### src/rtl/bcd_serial_sub_pkg.sv
// -----------------------------------------------------------------------------
// bcd_serial_sub_pkg
// Shared definitions for the serial BCD subtractor: FSM state encoding, the
// default operand width in digits and the largest legal BCD digit value.
// No ports (package).
// -----------------------------------------------------------------------------
package bcd_serial_sub_pkg;

    typedef enum logic [1:0] {
        IDLE = 2'd0,
        RUN  = 2'd1,
        DONE = 2'd2
    } state_e;

    localparam int         DIGITS_DEFAULT = 4;
    localparam logic [3:0] BCD_MAX        = 4'd9;

    // A nibble is a legal BCD digit only in the range 0..9.
    function automatic logic nibble_invalid(input logic [3:0] n);
        return (n > BCD_MAX);
    endfunction

endpackage

### src/rtl/bcd_serial_sub_if.sv
// -----------------------------------------------------------------------------
// bcd_serial_sub_if
// Request/result bundle of the serial BCD subtractor.
//   start   : request pulse (master -> slave)
//   a, b    : packed BCD minuend / subtrahend, digit 0 in bits [3:0]
//   busy    : operation in progress (slave -> master)
//   done    : one-cycle completion pulse
//   diff    : packed BCD result a-b modulo 10^DIGITS
//   borrow  : a < b
//   invalid : a captured nibble exceeded 9
// Modports: master (requester), slave (subtractor).
// -----------------------------------------------------------------------------
interface bcd_serial_sub_if
    import bcd_serial_sub_pkg::*;
#(
    parameter int DIGITS = DIGITS_DEFAULT
);
    logic                  start;
    logic [4*DIGITS-1:0]   a;
    logic [4*DIGITS-1:0]   b;
    logic                  busy;
    logic                  done;
    logic [4*DIGITS-1:0]   diff;
    logic                  borrow;
    logic                  invalid;

    modport master (
        output start, a, b,
        input  busy, done, diff, borrow, invalid
    );

    modport slave (
        input  start, a, b,
        output busy, done, diff, borrow, invalid
    );
endinterface

### src/rtl/bcd_serial_sub_digit.sv
// -----------------------------------------------------------------------------
// bcd_digit_sub
// Combinational single-digit BCD subtractor: d = x - y - bin, wrapped into
// 0..9 with a borrow out when the raw difference goes negative.
//   x    : minuend digit
//   y    : subtrahend digit
//   bin  : borrow in
//   d    : result digit
//   bout : borrow out
// -----------------------------------------------------------------------------
module bcd_digit_sub (
    input  logic [3:0] x,
    input  logic [3:0] y,
    input  logic       bin,
    output logic [3:0] d,
    output logic       bout
);
    // 5-bit signed covers 0-9-1 = -10 up to 9 - 0 - 0 = 9 with room to spare.
    logic signed [4:0] t;
    logic signed [4:0] t_adj;

    always_comb begin
        t     = $signed({1'b0, x}) - $signed({1'b0, y}) - $signed({4'b0000, bin});
        bout  = t[4];
        t_adj = bout ? (t + 5'sd10) : t;
        d     = t_adj[3:0];
    end
endmodule

### src/rtl/bcd_serial_sub.sv
// -----------------------------------------------------------------------------
// bcd_serial_sub
// Digit-serial packed-BCD subtractor. A start in IDLE captures a and b, then
// one digit per cycle is subtracted LSD first, and the result is published
// with a one-cycle done pulse. Published outputs only change on that pulse.
//   clk  : clock, rising edge
//   rst  : synchronous active-high reset
//   bus  : bcd_serial_sub_if.slave (start, a, b in; busy, done, diff,
//          borrow, invalid out)
// -----------------------------------------------------------------------------
module bcd_serial_sub
    import bcd_serial_sub_pkg::*;
#(
    parameter int DIGITS = DIGITS_DEFAULT
) (
    input  logic               clk,
    input  logic               rst,
    bcd_serial_sub_if.slave    bus
);
    localparam int                W        = 4 * DIGITS;
    localparam int                IDX_W    = (DIGITS > 1) ? $clog2(DIGITS) : 1;
    localparam logic [IDX_W-1:0]  LAST_IDX = IDX_W'(DIGITS - 1);

    state_e             state_q, state_d;
    logic [IDX_W-1:0]   idx_q, idx_d;
    logic               brw_q, brw_d;       // running borrow between digits
    logic               inv_q, inv_d;       // operand validity seen at capture
    logic               busy_q, busy_d;
    logic               done_q, done_d;
    logic [W-1:0]       diff_q, diff_d;
    logic               borrow_q, borrow_d;
    logic               invalid_q, invalid_d;

    logic [W-1:0]       a_sh_q, a_sh_d;
    logic [W-1:0]       b_sh_q, b_sh_d;
    logic [W-1:0]       res_q, res_d;       // result being assembled

    logic [3:0]         dig_d;
    logic               dig_bout;

    function automatic logic any_invalid(input logic [W-1:0] v);
        logic bad;
        bad = 1'b0;
        for (int i = 0; i < DIGITS; i++) begin
            bad = bad | nibble_invalid(v[4*i +: 4]);
        end
        return bad;
    endfunction

    // The operands shift right each RUN cycle, so the live digit is always
    // in the bottom nibble.
    bcd_digit_sub u_digit (
        .x    (a_sh_q[3:0]),
        .y    (b_sh_q[3:0]),
        .bin  (brw_q),
        .d    (dig_d),
        .bout (dig_bout)
    );

    always_comb begin
        state_d   = state_q;
        idx_d     = idx_q;
        brw_d     = brw_q;
        inv_d     = inv_q;
        busy_d    = busy_q;
        done_d    = 1'b0;
        diff_d    = diff_q;
        borrow_d  = borrow_q;
        invalid_d = invalid_q;
        a_sh_d    = a_sh_q;
        b_sh_d    = b_sh_q;
        res_d     = res_q;

        case (state_q)
            IDLE: begin
                if (bus.start) begin
                    a_sh_d  = bus.a;
                    b_sh_d  = bus.b;
                    idx_d   = '0;
                    brw_d   = 1'b0;
                    inv_d   = any_invalid(bus.a) | any_invalid(bus.b);
                    busy_d  = 1'b1;
                    state_d = RUN;
                end
            end
            RUN: begin
                a_sh_d = a_sh_q >> 4;
                b_sh_d = b_sh_q >> 4;
                // New digit enters at the top; after DIGITS shifts digit 0
                // has arrived at the bottom.
                res_d  = (res_q >> 4) | (W'(dig_d) << (W - 4));
                brw_d  = dig_bout;
                idx_d  = idx_q + IDX_W'(1);
                if (idx_q == LAST_IDX) begin
                    idx_d   = '0;
                    state_d = DONE;
                end
            end
            DONE: begin
                done_d    = 1'b1;
                busy_d    = 1'b0;
                invalid_d = inv_q;
                diff_d    = inv_q ? '0 : res_q;
                borrow_d  = inv_q ? 1'b0 : brw_q;
                state_d   = IDLE;
            end
            default: begin
                busy_d  = 1'b0;
                state_d = IDLE;
            end
        endcase
    end

    always_ff @(posedge clk) begin
        a_sh_q <= a_sh_d;
        b_sh_q <= b_sh_d;
        res_q  <= res_d;
        if (rst) begin
            state_q   <= IDLE;
            idx_q     <= '0;
            brw_q     <= 1'b0;
            inv_q     <= 1'b0;
            busy_q    <= 1'b0;
            done_q    <= 1'b0;
            diff_q    <= '0;
            borrow_q  <= 1'b0;
            invalid_q <= 1'b0;
        end else begin
            state_q   <= state_d;
            idx_q     <= idx_d;
            brw_q     <= brw_d;
            inv_q     <= inv_d;
            busy_q    <= busy_d;
            done_q    <= done_d;
            diff_q    <= diff_d;
            borrow_q  <= borrow_d;
            invalid_q <= invalid_d;
        end
    end

    assign bus.busy    = busy_q;
    assign bus.done    = done_q;
    assign bus.diff    = diff_q;
    assign bus.borrow  = borrow_q;
    assign bus.invalid = invalid_q;

endmodule
### src/flat_wrapper.sv
// flat-port wrapper written by rule: the top's interface ports become plain ports
module bcd_serial_sub_flat import bcd_serial_sub_pkg::*;
#(
    parameter int DIGITS = DIGITS_DEFAULT
)
  (clk, rst, bus_start, bus_a, bus_b, bus_busy, bus_done, bus_diff, bus_borrow, bus_invalid);
  bcd_serial_sub_if #(.DIGITS(DIGITS)) bus_i ();
  input  logic clk;
  input  logic rst;
  input wire logic [$bits(bus_i.start)-1:0] bus_start;
  input wire logic [$bits(bus_i.a)-1:0] bus_a;
  input wire logic [$bits(bus_i.b)-1:0] bus_b;
  output wire logic [$bits(bus_i.busy)-1:0] bus_busy;
  output wire logic [$bits(bus_i.done)-1:0] bus_done;
  output wire logic [$bits(bus_i.diff)-1:0] bus_diff;
  output wire logic [$bits(bus_i.borrow)-1:0] bus_borrow;
  output wire logic [$bits(bus_i.invalid)-1:0] bus_invalid;
  assign bus_i.start = bus_start;
  assign bus_i.a = bus_a;
  assign bus_i.b = bus_b;
  assign bus_busy = bus_i.busy;
  assign bus_done = bus_i.done;
  assign bus_diff = bus_i.diff;
  assign bus_borrow = bus_i.borrow;
  assign bus_invalid = bus_i.invalid;
  bcd_serial_sub #(.DIGITS(DIGITS)) u_core (.clk(clk), .rst(rst), .bus(bus_i));
endmodule
### config.mk
export PLATFORM = sky130hd
export DESIGN_NAME = bcd_serial_sub_flat
export DESIGN_NICKNAME = d
export VERILOG_FILES = /design/src/rtl/bcd_serial_sub_pkg.sv /design/src/rtl/bcd_serial_sub_if.sv /design/src/rtl/bcd_serial_sub_digit.sv /design/src/rtl/bcd_serial_sub.sv /design/src/flat_wrapper.sv
export SDC_FILE = /design/constraint.sdc
export NUM_CORES = 1
export LEC_CHECK = 0
export BUFFER_PORTS_ARGS = -buffer_cell sky130_fd_sc_hd__buf_2
export CAP_MARGIN = 10
export CORE_MARGIN = 2
export CORE_UTILIZATION = 59
export CTS_CLUSTER_SIZE = 25
export DETAILED_ROUTE_END_ITERATION = 12
export PLACE_DENSITY_LB_ADDON = 0.25
export SYNTH_ARGS = -nofsm -noshare
export SYNTH_HDL_FRONTEND = slang
export SYNTH_SLANG_ARGS = --single-unit
### constraint.sdc
create_clock -name clk -period 7.72 [get_ports clk]
set_clock_uncertainty 0.2 [all_clocks]
set_input_delay 0.772 -clock clk [delete_from_list [all_inputs] [get_ports clk]]
set_output_delay 0.772 -clock clk [all_outputs]
set_load 0.05 [all_outputs]
==> run_results.csv <==
group,metric,value,unit
run_status,status,"completed",
worst_setup_path,cp-start-kind,"flip-flop",
global_route,number_of_global_route_vias_before_repair,2104,
yosys,synthesis.area,3100,µm²
power_and_ir_drop,cellPowerDensity,249,nW/µm²
power_and_ir_drop,p_total,0.000900,W
sta,grt_setup_unrepaired,"no",
yosys,number_of_synthesized_register_bits,74,
power_and_ir_drop,vdd_drop_max,0.000148,V
global_route,largest_net_degree_at_the_start_of_global_routing,41,
sta,post_route_setup_tns,0,ns
power_and_ir_drop,clockPowerShare,0.317,
clock_tree,htree_num_levels,3,
worst_setup_path,crit_chain,"fa_1, fa_1, nand2b_1, a211oi_2, nor2_2, mux2_4",
yosys,netlist_top_cells_area,"sky130_fd_sc_hd__edfxtp_1, sky130_fd_sc_hd__dfxtp_1, sky130_fd_sc_hd__nand2_1",
place,port_buffers,54,
floorplan,core_region_area,5110,µm²
clock_tree,path_clk_slew,0.07,ns
worst_setup_path,timing.critical_path.required,7.61,ns
clock_tree,clock_insertion_delay_worst_skew,0.34,ns
yosys,synthDominantCellAreaShare,0.464,
clock_tree,hold_buffers,0,
clock_tree,cts_repair_resize_count,0,
clock_tree,ctsLongestPathBuffers,2,
yosys,cell_type_with_the_largest_total_area_after_synthesis,"sky130_fd_sc_hd__edfxtp_1",
global_route,grt_antenna_before_repair,0,
cells_and_area,area_growth_syn_to_layout,16.6,%
run,max_cap_violations,0,
power_and_ir_drop,power.share.sequential,0.542,
sta,report.final.slew_viol_count,0,
sta,worst_slew_pin_slew,0.658,ns
yosys,synthDistinctLibCells,31,
floorplan,floorplan.die.height,76.5,µm
place,dp_hpwl,3510,µm
floorplan,dieArea,5860,µm²
detailed_routing,viasPerCell,5.19,
power_and_ir_drop,reported_leakage_power,1.56,nW
floorplan,initial_core_util,0.608,
power_and_ir_drop,comb_power_share,0.141,
floorplan,core.rowCount,26,
power_and_ir_drop,swShare,0.251,
sta,timing.max_slew.rel_slack,0.561,
clock_tree,number_of_clock_buffers_inserted_by_tritoncts,9,
sta,timing.final.setup_violations,0,
cells_and_area,mostFrequentLayoutCells,"sky130_fd_sc_hd__nand2_1, sky130_fd_sc_hd__buf_2, sky130_fd_sc_hd__edfxtp_1",
sta,hold_slack,0.252,ns
global_route,globalRouteOverflowTotal,0,
worst_setup_path,timing.critical_path.mode_cell,"sky130_fd_sc_hd__fa_1",
floorplan,die_w,76.5,µm
sta,min_period_over_period,0.341,
yosys,yosysWarnings,0,
detailed_routing,route.detailed.wl_per_inst,12.8,µm
yosys,yosysSeqAreaShare,0.632,
clock_tree,post_cts_buffers,0,
detailed_routing,drtPass1Iterations,6,
sta,final_period_minus_worst_setup_slack,2.63,ns
cells_and_area,layout.nets,387,
clock_tree,tritoncts,"done",
detailed_routing,route.antenna.remaining_nets,0,
worst_setup_path,crit_path_end_kind,"flip-flop",
cells_and_area,final.fill_count,411,
detailed_routing,dr.first_iter.drc_count,131,
global_route,global_route.usage.total,0.201,
clock_tree,cts_sinks,74,
cells_and_area,layout.cells.most_common,"sky130_fd_sc_hd__nand2_1",
worst_setup_path,worstPathMaxFanout,3,
worst_setup_path,worst_path_largest_cell_delay,0.46,ns
worst_setup_path,timing.critical_path.arrival,2.52,ns
clock_tree,cts_root_buffer,"sky130_fd_sc_hd__clkbuf_8",
global_route,grt_first_pass_wirelength,9200,µm
place,placed_cells_incl_taps,401,
cells_and_area,non_filler_instances,417,
sta,max_freq,0.380,GHz
detailed_routing,route.vias.total,2166,
cells_and_area,final_layout_size_suffix_gt1_frac,0.225,
sta,finalHoldViolCount,0,
worst_setup_path,path_class,"flip-flop to flip-flop",
yosys,synth.net_count,333,
cells_and_area,num_antenna_cells,0,
yosys,syn-instance-count,288,
place,finalWeightedCongestion,0.768,
detailed_routing,drc,0,
yosys,per_instance_average_area_after_synthesis,10.8,µm²
power_and_ir_drop,switchingPower,0.000226,W
hold_path,tightest_hold_check_type,"flip-flop to flip-flop",
worst_setup_path,crit_path_top_delay_cell,"sky130_fd_sc_hd__fa_1",
power_and_ir_drop,intPower,0.000674,W
cells_and_area,layout.core_utilization,0.709,
detailed_routing,wl,5350,µm
floorplan,num_io_pins,55,
-- logic make-up (layout without fill, tap and decap cells) --
kind of cell,count (synthesis),in the layout,synth area share
and+or+nand+nor,137,137,0.204
DFF,74,74,0.632
AOI/OAI and AO/OA,35,35,0.0625
buffers and inverters,25,84,0.0339
adders and majority gates,10,10,0.0451
xor gates and xnor gates,5,5,0.0141
muxes,2,2,0.00806
-- power by group through the flow --
stage | combinational [W] | sequential [W] | clock, W
6_report | 0.000127 | 0.000488 | 0.000285
5_1_grt | 0.000145 | 0.000491 | 0.000306
4_1_cts | 0.000128 | 0.000488 | 0.000290
3_5_place_dp | 0.000127 | 0.000496 | 0
3_3_place_gp | 0.000121 | 0.000495 | 0
2_1_floorplan | 0.0000962 | 0.000490 | 0
-- flip-flops by register name, summed over array words and instances (netlist names) --
name / cells
u_core.b_sh_q: 16
u_core.bus.busy: 1
u_core.bus.done: 1
u_core.state_q: 2
u_core.idx_q: 2
u_core.bus.invalid: 1
u_core.a_sh_q: 16
u_core.brw_q: 1
u_core.bus.diff: 16
u_core.inv_q: 1
u_core.res_q: 16
u_core.bus.borrow: 1
-- stage by stage --
step | setup slack, ns | instance area, µm²
global placement | 5.18 | 3420
CTS | 5.10 | 3620
global route | 5.01 | 3620
floorplan | 5.21 | 3100
detailed placement | 5.11 | 3420
finish | 5.09 | 3620
-- synth_stat cells --
cell,n
sky130_fd_sc_hd__inv_1,9
sky130_fd_sc_hd__a22o_2,1
sky130_fd_sc_hd__o21a_1,1
sky130_fd_sc_hd__buf_1,2
sky130_fd_sc_hd__a21oi_1,20
sky130_fd_sc_hd__mux2i_1,1
sky130_fd_sc_hd__o21ai_0,10
sky130_fd_sc_hd__a31oi_1,1
sky130_fd_sc_hd__buf_2,9
sky130_fd_sc_hd__o21bai_1,1
sky130_fd_sc_hd__and2_1,9
sky130_fd_sc_hd__a211oi_2,1
sky130_fd_sc_hd__xor2_1,3
sky130_fd_sc_hd__clkbuf_1,4
sky130_fd_sc_hd__xnor2_1,2
sky130_fd_sc_hd__fa_1,2
sky130_fd_sc_hd__clkinv_1,1
sky130_fd_sc_hd__nand2_1,74
sky130_fd_sc_hd__nand3b_1,2
sky130_fd_sc_hd__nor2b_1,1
sky130_fd_sc_hd__nor2_2,1
sky130_fd_sc_hd__nand3_1,2
sky130_fd_sc_hd__nand2b_1,3
sky130_fd_sc_hd__nor3_1,5
sky130_fd_sc_hd__edfxtp_1,48
sky130_fd_sc_hd__ha_1,8
sky130_fd_sc_hd__nand4_1,2
sky130_fd_sc_hd__dfxtp_1,26
sky130_fd_sc_hd__mux2_4,1
sky130_fd_sc_hd__nor3b_1,17
sky130_fd_sc_hd__nor2_1,21
-- per-layer routing --
metal  GRT usage  vias to the layer above  wire [µm]
li1            -                     1081          -
met1       0.249                     1007       2360
met2       0.338                       67       2610
met3      0.0438                       11        264
met4      0.0945                        0        119
met5           0                        -          0
-- critical path: cells and delay by family, from the launching register on --
kind | cells | cell delay (ns)
AO/OA/AOI/OAI | 1 | 0.34
adder cells (fa/ha/maj) | 2 | 0.87
flip-flops | 1 | 0.41
multiplexers | 1 | 0.30
AND/OR/NAND/NOR | 2 | 0.28
-- worst paths after layout --
kind,cells after the start,end,slack (ns),from
setup / recovery,6,u_core.res_q[14],5.09,u_core.a_sh_q[0]
hold / removal,0,u_core.res_q[5],0.25,u_core.res_q[9]
setup reg to reg,6,u_core.res_q[14],5.09,u_core.a_sh_q[0]
hold reg to reg,0,u_core.res_q[5],0.25,u_core.res_q[9]
-- area by class of cell --
type                    instances  area (µm²)  share of cell area
multi-input cells             189        1040               0.286
clock buffers                  11         163              0.0449
inverters                      10        37.5              0.0104
flip-flops and latches         74        1960               0.542
clock inverters                 5        33.8             0.00933
repair buffers                 58         300              0.0829
well taps                      70        87.6              0.0242
No activity file was read; power rests on OpenSTA's default activity.
